`config.mk`:
```
export PLATFORM = sky130hd
export DESIGN_NAME = mmcm_ps_ctrl
export DESIGN_NICKNAME = d
export VERILOG_FILES = /design/src/rtl/mmcm_ps_pkg.sv /design/src/rtl/mmcm_ps_dir.sv /design/src/rtl/mmcm_ps_ctrl.sv
export SDC_FILE = /design/constraint.sdc
export NUM_CORES = 1
export LEC_CHECK = 0
export BUFFER_PORTS_ARGS = -buffer_cell sky130_fd_sc_hd__buf_2
export CAP_MARGIN = 10
export CORE_MARGIN = 8
export CORE_UTILIZATION = 50
export DETAILED_ROUTE_END_ITERATION = 10
export PLACE_DENSITY = 0.78
export SLEW_MARGIN = 20
export SYNTH_ARGS = -nofsm -noshare
export SYNTH_HDL_FRONTEND = slang
export SYNTH_SLANG_ARGS = --single-unit
export TNS_END_PERCENT = 10
```
`constraint.sdc`:
```
create_clock -name psclk -period 10 [get_ports psclk]
set_clock_uncertainty 0.1 [all_clocks]
set_input_delay 2 -clock psclk [delete_from_list [all_inputs] [get_ports psclk]]
set_output_delay 2 -clock psclk [all_outputs]
set_load 0.005 [all_outputs]
```
`src/rtl/mmcm_ps_pkg.sv`:
```
// Shared types and helpers for the MMCM fine-phase-shift controller.
// Holds the FSM encoding, the ps_err bit positions and signed saturation.
package mmcm_ps_pkg;

    typedef enum logic [1:0] {
        ST_IDLE = 2'd0,
        ST_CALC = 2'd1,
        ST_STEP = 2'd2,
        ST_WAIT = 2'd3
    } ps_state_t;

    localparam int ERR_TIMEOUT = 0;
    localparam int ERR_RANGE   = 1;

    // Clamp a wide signed value into the range of a width-bit two's-complement number.
    function automatic int sat_signed(input int val, input int width);
        int hi;
        int lo;
        hi = (1 <<< (width - 1)) - 1;
        lo = -(1 <<< (width - 1));
        if (val > hi) begin
            return hi;
        end else if (val < lo) begin
            return lo;
        end
        return val;
    endfunction

endpackage

```
`src/rtl/mmcm_ps_dir.sv`:
```
// Step direction and post-step phase for the shortest walk from cur to target.
// Purely combinational; linear mode when PHASE_MOD is 0, modular otherwise.
module mmcm_ps_dir #(
    parameter int PHASE_WIDTH = 8,
    parameter int PHASE_MOD   = 0
) (
    input  logic [PHASE_WIDTH-1:0] target,
    input  logic [PHASE_WIDTH-1:0] cur,
    output logic                   at_target,
    output logic                   inc,
    output logic [PHASE_WIDTH-1:0] next_phase
);

    localparam int W = PHASE_WIDTH;
    localparam logic signed [W:0] MOD_S  = (W+1)'(PHASE_MOD);
    localparam logic signed [W:0] HALF_S = (W+1)'(PHASE_MOD / 2);
    localparam logic [W-1:0] TOP_PHASE   = W'((PHASE_MOD > 0) ? PHASE_MOD - 1 : 0);

    logic signed [W:0] diff;
    logic signed [W:0] diff_norm;

    always_comb begin
        diff       = $signed({target[W-1], target}) - $signed({cur[W-1], cur});
        diff_norm  = diff;
        at_target  = (diff == '0);
        inc        = 1'b0;
        next_phase = cur;
        if (PHASE_MOD == 0) begin
            inc        = ~diff[W];
            next_phase = inc ? cur + 1'b1 : cur - 1'b1;
        end else begin
            // Forward distance around the ring; a tie goes the incrementing way.
            if (diff[W]) begin
                diff_norm = diff + MOD_S;
            end
            inc = (diff_norm <= HALF_S);
            if (inc) begin
                next_phase = (cur == TOP_PHASE) ? '0 : cur + 1'b1;
            end else begin
                next_phase = (cur == '0) ? TOP_PHASE : cur - 1'b1;
            end
        end
    end

endmodule

```
`src/rtl/mmcm_ps_ctrl.sv`:
```
// MMCME2 fine-phase-shift controller: walks ps_dout to the requested phase one
// PSEN step at a time, committing each step only on a confirmed PSDONE.
module mmcm_ps_ctrl
    import mmcm_ps_pkg::*;
#(
    parameter int PHASE_WIDTH    = 8,
    parameter int PHASE_MOD      = 0,
    parameter int TIMEOUT_CYCLES = 63
) (
    input  logic                   psclk,
    input  logic                   rst,
    input  logic                   locked,
    input  logic                   ps_we,
    input  logic                   ps_rel,
    input  logic [PHASE_WIDTH-1:0] ps_din,
    output logic                   ps_ready,
    output logic [PHASE_WIDTH-1:0] ps_dout,
    output logic [1:0]             ps_err,
    output logic                   psen,
    output logic                   psincdec,
    input  logic                   psdone
);

    localparam int W        = PHASE_WIDTH;
    localparam int MOD_SAFE = (PHASE_MOD > 0) ? PHASE_MOD : 1;
    localparam int TW       = $clog2(TIMEOUT_CYCLES);
    localparam logic [TW-1:0] TMO_LOAD = TW'(TIMEOUT_CYCLES - 1);

    ps_state_t     state_reg;
    logic [W-1:0]  target_reg;
    logic [W-1:0]  dout_reg;
    logic [1:0]    err_reg;
    logic          psen_reg;
    logic          incdec_reg;
    logic          psdone_reg;
    logic [TW-1:0] tmo_reg;

    logic [W-1:0]  req_target;
    logic [1:0]    req_err;
    logic          req_reject;
    int            sum_int;
    int            sat_int;
    int            mod_int;

    logic          at_target;
    logic          dir_inc;
    logic [W-1:0]  next_phase;

    // Target for a request presented in IDLE, with its range error flag.
    always_comb begin
        req_target = ps_din;
        req_err    = '0;
        req_reject = 1'b0;
        sum_int    = int'($signed(dout_reg)) + int'($signed(ps_din));
        sat_int    = sat_signed(sum_int, W);
        mod_int    = sum_int % MOD_SAFE;
        if (mod_int < 0) begin
            mod_int = mod_int + MOD_SAFE;
        end
        if (PHASE_MOD == 0) begin
            if (ps_rel) begin
                req_target         = sat_int[W-1:0];
                req_err[ERR_RANGE] = (sat_int != sum_int);
            end
        end else if (ps_rel) begin
            req_target = mod_int[W-1:0];
        end else if (int'(ps_din) >= PHASE_MOD) begin
            req_reject         = 1'b1;
            req_err[ERR_RANGE] = 1'b1;
        end
    end

    mmcm_ps_dir #(
        .PHASE_WIDTH (PHASE_WIDTH),
        .PHASE_MOD   (PHASE_MOD)
    ) u_dir (
        .target     (target_reg),
        .cur        (dout_reg),
        .at_target  (at_target),
        .inc        (dir_inc),
        .next_phase (next_phase)
    );

    always_ff @(posedge psclk or posedge rst) begin
        if (rst) begin
            state_reg  <= ST_IDLE;
            target_reg <= '0;
            dout_reg   <= '0;
            err_reg    <= '0;
            psen_reg   <= 1'b0;
            incdec_reg <= 1'b0;
            psdone_reg <= 1'b0;
            tmo_reg    <= '0;
        end else if (!locked) begin
            // A relock restores the static phase, so the count restarts at zero.
            state_reg  <= ST_IDLE;
            target_reg <= '0;
            dout_reg   <= '0;
            psen_reg   <= 1'b0;
            incdec_reg <= 1'b0;
            psdone_reg <= 1'b0;
            tmo_reg    <= '0;
        end else begin
            psen_reg   <= 1'b0;
            psdone_reg <= psdone && (state_reg == ST_WAIT);
            case (state_reg)
                ST_IDLE: begin
                    if (ps_we) begin
                        err_reg <= req_err;
                        if (!req_reject) begin
                            target_reg <= req_target;
                            state_reg  <= ST_CALC;
                        end
                    end
                end
                ST_CALC: begin
                    if (at_target) begin
                        state_reg <= ST_IDLE;
                    end else begin
                        psen_reg   <= 1'b1;
                        incdec_reg <= dir_inc;
                        state_reg  <= ST_STEP;
                    end
                end
                ST_STEP: begin
                    tmo_reg   <= TMO_LOAD;
                    state_reg <= ST_WAIT;
                end
                ST_WAIT: begin
                    if (psdone_reg) begin
                        dout_reg  <= next_phase;
                        state_reg <= ST_CALC;
                    end else if (tmo_reg == '0) begin
                        err_reg[ERR_TIMEOUT] <= 1'b1;
                        state_reg            <= ST_IDLE;
                    end else begin
                        tmo_reg <= tmo_reg - 1'b1;
                    end
                end
                default: state_reg <= ST_IDLE;
            endcase
        end
    end

    assign ps_ready = (state_reg == ST_IDLE) && locked;
    assign ps_dout  = dout_reg;
    assign ps_err   = err_reg;
    assign psen     = psen_reg;
    assign psincdec = incdec_reg;

endmodule

```
Word-level counts from Yosys, hierarchy flattened
Cells that the tools add are included.
Storage, ports and cells
  register bits: 29
  logic and storage cells: 83
Cells by class
  $add $sub $neg: 5
  magnitude comparators: 2
  eq/ne operators: 18
  mux-type cells: 35
  bitwise logic cells: 1
  reductions and logical operators: 13
Operators with widths (count)
  32-bit 2-to-1 mux: 3
  8-bit 2-to-1 mux: 8
  32-bit by 9-bit != test with 1-bit output: 1
  6-bit 2-to-1 mux: 3
  1-bit 2-to-1 mux: 13
  2-bit by 1-bit != test with 1-bit output, second input constant: 6
  6-bit case mux with 2 select lines: 1
  2-bit 2-to-1 mux: 5
  8-bit by 8-bit adder with 9-bit output: 1
  9-bit by 8-bit > comparator with 1-bit output, second input constant: 1
  9-bit logical NOT: 1
  9-bit by 8-bit < comparator with 1-bit output, second input constant: 1
  3-bit != test, second input constant: 3
  8-bit by 8-bit subtractor with 9-bit output: 1
  8-bit by 1-bit adder with 8-bit output, second input constant: 1
  2-bit case mux with 4 select lines: 1
  2-bit AND reduction: 4
  8-bit by 1-bit subtractor with 8-bit output, second input constant: 1
  6-bit logical NOT: 1
  2-bit != test, second input constant: 3
  3-bit AND reduction: 2
  6-bit by 1-bit subtractor with 6-bit output, second input constant: 1
  5-bit AND reduction: 1
  2-bit == test, second input constant: 2
  other kinds (8): 9

Logic depth before layout (Yosys ltp)
Gate-level depths: netlist of run 1.
  depth in word-level cells: 9
  depth in mapped cells: 14
  mapped depth without buffers: 14

By module
Synthesis of run 1 repeated with hierarchy kept, for this count alone.
Unflattened totals
  cell total of the unflattened synthesis: 291
  area, all modules: 2597.5 um^2
By module, submodules not included
  mmcm_ps_ctrl: times used 1, cells an instance 206, area each 1933.1 um^2, seq. area each 725.7 um^2
  mmcm_ps_dir: times used 1, cells an instance 85, area each 664.4 um^2, seq. area each 0.0 um^2

Least setup slack after synthesis of run 1
Ideal clock, no wire load.
  path type: input port to output port
  start point: in locked
  end point: out ps_ready
  arrival: 2.247 ns
  slack: 5.653 ns
  stages on the path: 2
  cells stage by stage: inv_1 > nor3_1
On the way
  cells in the longest elaborated chain, start to end: 1
RTL lines
  start, declared: line mmcm_ps_ctrl.sv:12  | input logic locked,
  1-bit logical AND: line mmcm_ps_ctrl.sv:145  | assign ps_ready = (state_reg == ST_IDLE) && locked;
  end, declared: line mmcm_ps_ctrl.sv:16  | output logic ps_ready,
No other way between the ends.

Worst setup path after layout of run 1
Same ends and word-level chain as after synthesis.

==> results of run 1 <==
stage by stage:
| stage | power, mW | area [um^2] | cells |
|---|---|---|---|
| final | 0.3819 | 2791 | 397 |
| after floorplan | 0.2243 | 2481 | 303 |
| after global placement | 0.2492 | 2671 | 389 |
| after detailed placement | 0.2533 | 2671 | 389 |
| after CTS | 0.3840 | 2791 | 397 |
| after global routing | 0.4076 | 2791 | 397 |
worst min-delay path by stage:
stage / startpoint / end / slack [ns]
2_1_floorplan: tmo_reg[5] / tmo_reg[5] / 0.34
3_3_place_gp: target_reg[0] / target_reg[0] / 0.37
3_5_place_dp: target_reg[0] / target_reg[0] / 0.37
4_1_cts: target_reg[0] / target_reg[0] / 0.39
5_1_grt: target_reg[0] / target_reg[0] / 0.41
6_report: tmo_reg[5] / tmo_reg[5] / 0.39
cell type report:
type,count,area share (%)
timing repair buffer,27,4.931
clock buffer,6,2.958
multi-input combinational,236,57.73
tap,67,3.003
inverter,30,4.034
sequential,29,26.00
clock inverter,2,1.345
cells by family after synthesis:
logic type | synth area share (%)
flops | 29.25
fa+ha+maj | 14.02
simple gates | 18.46
buf+inv | 5.799
xor+xnor | 3.177
mux | 0.4034
compound gates | 28.90
per-layer routing:
metal	global-route usage [%]	share of wire (%)
met1	23.21	46
met2	27.85	48
met3	4.537	5.0
met4	3.912	0.90
met5	0	0
power groups by stage:
stage	combinational [mW]	sequential, mW	clock [mW]
finish	0.115	0.136	0.131
global route	0.132	0.138	0.138
CTS	0.115	0.136	0.132
detailed placement	0.115	0.138	0
global placement	0.111	0.138	0
floorplan	0.0889	0.135	0
worst max-delay path, cell delays in order:
cell and delay, ns:
buf_2 0.21, inv_1 0.23, nor3_1 0.26, buf_2 0.17
cells in the mapped netlist (4+ instances only):
master and instances:
nor3_1 7, nand3_1 4, or3_1 5, xor2_1 7, o21a_1 6, and2_1 6
o21ai_0 23, inv_1 30, ha_1 23, o21ai_1 4, a31oi_1 4, dfrtp_1 29
clkbuf_1 7, nor2b_1 7, nand2_1 24, nor2_1 31, a21oi_1 25
cell usage in the layout, fill, tap and decap left out, drive strengths merged, types with 5 or more instances in the layout:
cell     n
a21oi   25
and2     6
buf     27
clkbuf   6
dfrtp   29
ha      23
inv     30
nand2   24
nor2    31
nor2b    7
nor3     7
o21a     6
o21ai   27
or3      5
xor2     7
==> flow_metrics.tcl, run 1 <==
set metrics [dict create \
    antenna_cells 0 \
    drive_above_1_share_pct 13.03 \
    dp_hpwl_um 4598 \
    yosys.area.top_type "dfrtp_1" \
    rsz0062_at_grt "no" \
    routed-via-count 2249 \
    ant_nets 0 \
    ys.warnings.count 0 \
    rr_worst_depth 13 \
    power.share.switching_pct 33.06 \
    post-route-util_pct 58.71 \
    synth_edf_count 0 \
    p_leak_nw 1.278 \
    status "finished clean" \
    final_nets 369 \
    maxSlewHeadroom_pct 55.38 \
    synth_seq_area_share_pct 29.25 \
    die_area_um2 7473 \
    period_needed_ns 4.973 \
    totalWireLength_um 6014 \
    powerDensity_nw_per_um2 136.8 \
    p_seq_share_pct 35.7 \
    cp-start-kind "primary input" \
    hold_path_class "flip-flop to flip-flop" \
    tightest_slew_ns 0.6692 \
    synth_fp_nets 343 \
    pwr-share-clk_pct 34.2 \
    seq_area_um2 725.7 \
    reg2reg_from "ps_dout[2]" \
    clk_pin_slew_ns 0.07 \
    setup_violations 0 \
    async_flop_share_pct 100.0 \
    fmax_mhz 201.1 \
    grt_pass1_vias 2202 \
    setup.worst_path.end "ps_ready" \
    synth-seq-cells 29 \
    clockBufferDepth 2 \
    yosys.cell_types.count 55 \
    cp_max_fo 14 \
    root_buffer "clkbuf_8" \
    drtIter0Drc 114 \
    finalHoldViolCount 0 \
    rows 25 \
    comb_power_share_pct 30.1 \
    clock_sinks 29 \
    crit_arrival_ns 2.87 \
    post_cts_buffers 0 \
    first_pass_iters 4 \
    htree_levels 2 \
    drt-vias-per-instance 5.665 \
    wire_per_inst_um 15.15 \
    cts_tree "yes" \
    rrSetupSlack_ns 6.15 \
    die_h_um 86.45 \
    netlist.area_leader.share_pct 29.25 \
    numCtsBuffers 5 \
    pin_count 27 \
    setup_ws_ns 5.027 \
    grt_max_degree 30 \
    port_buffers 26 \
    internal_power_uw 255.7 \
    place_ws_ns 5.029 \
    hold_slack_ns 0.3877 \
    worstSetupEndpointType "primary output" \
    cts_resized 0 \
    critPathKind "primary input to primary output" \
    startpoint "locked" \
    cts-hold-fix-buffers 0 \
    core-area_um2 4755 \
    grt-ovfl-total 0 \
    grt_pass1_wl_um 10610 \
    tns_ns 0 \
    clkLatencyLatePin_ns 0.29 \
    num-fill-cells 455 \
    grt_use_total_pct 17.56 \
    cp.required_ns 7.90 \
    synth_ff_type "dfrtp_1" \
    multi_input_area_um2 1612 \
    reg2reg_to "ps_dout[6]" \
    area_delta_synth_final_pct 12.51 \
    finalCritPeriodShare_pct 49.73 \
    gp_congestion 0.8787 \
    hold_depth 1 \
    synth_area_um2 2481 \
    switchingPower_uw 126.2 \
    synth_area_leaders "dfrtp_1, ha_1, a21oi_1" \
    synthCells 303 \
    drv_slew 0 \
    antenna_found_initial 0 \
    maxCapViolCount 0 \
    avgSynthCellArea_um2 8.189 \
    drc_errors 0 \
    initial_utilization_pct 52.18 \
    ir_worst_vdd_v 0.0001116 \
    fp.dieW_um 86.45 \
]
(Power assumes the default switching activity.)
==> run 2: changes to the inputs <==
- ABC_AREA: unset -> 1
- PLACE_DENSITY: 0.78 -> 0.8
- clock period: 10 -> 4.37 ns (I/O delays scaled with it)
==> flow_metrics.tcl, run 2 <==
set metrics [dict create \
    status "finished clean" \
    hold_depth 2 \
    critPathKind "flip-flop to flip-flop" \
    clockBufferDepth 2 \
    reg2reg_to "ps_dout[7]" \
    synthCells 368 \
    final_common_cell "nand2_1" \
    synthMuxAreaShare_pct 0 \
    fp.dieW_um 87.83 \
    cp.required_ns 4.48 \
    cts_tree "yes" \
    synth_area_leaders "dfrtp_1, nand2_1, ha_1" \
    synth_compound_gate_area_share_pct 10.96 \
    maxSlewHeadroom_pct 59.27 \
    seq_area_um2 725.7 \
    pin_count 27 \
    cts-hold-fix-buffers 0 \
    initial_utilization_pct 51.17 \
    dp_hpwl_um 4939 \
    rrSetupSlack_ns 1.24 \
    synth-simple-area-share_pct 35.01 \
    antenna_found_initial 0 \
    max_stage_delay_ns 0.43 \
    finalHoldViolCount 0 \
    tightest_slew_ns 0.6100 \
    routed-via-count 2420 \
    stdcell_area_um2 2902 \
    worstSetupEndpointType "flip-flop" \
    final_nets 439 \
    layout_common_cells "nand2_1, inv_1, nor2_1" \
    avgSynthCellArea_um2 7.011 \
    maxCapViolCount 0 \
    first_pass_iters 4 \
    rr_worst_depth 19 \
    rows 26 \
    cp_max_fo 9 \
    min_to "target_reg[2]" \
    ant_nets 0 \
    yosysMostFrequentCell "nand2_1" \
    rsz0062_at_grt "no" \
    multi_input_area_um2 1613 \
    post_cts_buffers 0 \
    port_buffers 26 \
    async_flop_share_pct 100.0 \
    synth-seq-cells 29 \
    gp_congestion 0.9185 \
    synth_fp_nets 408 \
    cp-start-kind "flip-flop" \
    hold_path_class "flip-flop to flip-flop" \
    numCtsBuffers 5 \
    powerDensity_nw_per_um2 354.0 \
    htree_levels 2 \
    drv_slew 0 \
    fin_total_pwr_mw 1.027 \
    netlist.area_leader.share_pct 28.13 \
    ir_worst_vdd_v 0.0002391 \
    drive_above_1_share_pct 16.75 \
    cp_cell_sequence "ha_1 > fa_1 > inv_1 > nand2_2 > nand2_2 > nand2_2 > nand2_1 > nand2_1 > nand2_2 > inv_2 > ha_1 > nand3_1 > nand3_1 > a21oi_1 > xor2_1 > nor2_1 > nor2_1 > nand2_1 > o21ai_1" \
    grt_pass1_wl_um 10470 \
    period_needed_ns 3.131 \
    hp-start "target_reg[2]" \
    critPathBufInv 2 \
    startpoint "ps_dout[0]" \
    antenna_cells 0 \
    synth_edf_count 0 \
    area_delta_synth_final_pct 12.46 \
    hold_slack_ns 0.3992 \
    synth_area_um2 2580 \
    place_area_um2 2785 \
    finalCritPeriodShare_pct 71.66 \
    drt-vias-per-instance 5.149 \
    synth_commonest_cells "nand2_1, inv_1, nor2_1" \
    num-fill-cells 480 \
    clkLatencyLatePin_ns 0.28 \
    synth-xor-area-share_pct 3.055 \
    grt_max_degree 30 \
    drc_errors 0 \
    synth_seq_area_share_pct 28.13 \
    critPathTopFamily "adder cells" \
    totalWireLength_um 6051 \
    grt_use_total_pct 17.04 \
    drtIter0Drc 167 \
    ys.warnings.count 0 \
    clock_sinks 29 \
    wire_per_inst_um 12.87 \
    yosys.area.top_type "dfrtp_1" \
    clk_pin_slew_ns 0.06 \
    die_h_um 87.83 \
    yosys.area_share.adder_pct 13.48 \
    tns_ns 0 \
    cts_resized 0 \
    root_buffer "clkbuf_8" \
    crit_arrival_ns 3.24 \
    p_leak_nw 1.580 \
    fmax_mhz 319.3 \
    synth_ff_type "dfrtp_1" \
    grt-ovfl-total 0 \
    setup_violations 0 \
    yosys.cell_types.count 34 \
    die_area_um2 7714 \
    synth_top_family_by_area "simple AND/OR/NAND/NOR gates" \
    path_common_cell "nand2_2" \
    reg2reg_from "ps_dout[0]" \
    core-area_um2 5042 \
    cpMaxStageDelayCell "dfrtp_1" \
    grt_pass1_vias 2402 \
]
run 2: power by group:
part	total, mW	internal, mW	switching [mW]
sequential	0.330	0.303	0.0270
combinational	0.409	0.148	0.260
clock	0.288	0.186	0.103
run 2: tightest hold or removal path, stage by stage (launching register included):
cell and delay (ns):
dfrtp_1 0.36, nand2_1 0.06, nand2_1 0.05
run 2: kinds of logic (layout without fill, tap and decap cells):
family / after synthesis / count (layout)
adder cells (fa/ha/maj): 26 / 26
buffers and inverters: 63 / 95
flip-flops: 29 / 29
AND/OR/NAND/NOR: 194 / 194
XOR/XNOR: 9 / 9
AO/OA/AOI/OAI: 47 / 47
run 2: per-layer routing:
layer	vias up	routed length [um]	GRT usage (%)
li1	1256	-	-
met1	1093	2727	20.27
met2	52	2879	28.25
met3	19	262	3.940
met4	0	181	7.969
met5	-	0	0
run 2: worst max path at each step:
stage / to / slack, ns / depth (start not counted)
3_5_place_dp: ps_dout[7] / 1.31 / 19
5_1_grt: ps_dout[7] / 1.03 / 19
3_3_place_gp: ps_dout[7] / 1.45 / 19
4_1_cts: ps_dout[7] / 1.28 / 19
6_report: ps_dout[7] / 1.24 / 19
2_1_floorplan: ps_dout[7] / 1.56 / 19
run 2: stage by stage:
stage | instances | util (%) | setup WS (ns)
after floorplan | 368 | - | 1.563
after global placement | 462 | 55.24 | 1.451
after detailed placement | 462 | 55.24 | 1.314
after CTS | 470 | 57.54 | 1.284
after global routing | 470 | 57.54 | 1.028
final | 470 | 57.54 | 1.239
run 2: layout make-up:
class,count,area share [%]
flip-flops and latches,29,25.01
clock inverters,1,1.035
clock buffers,7,2.975
repair buffers,26,4.485
inverters,61,7.891
multi-input cells,276,55.58
well taps,70,3.019
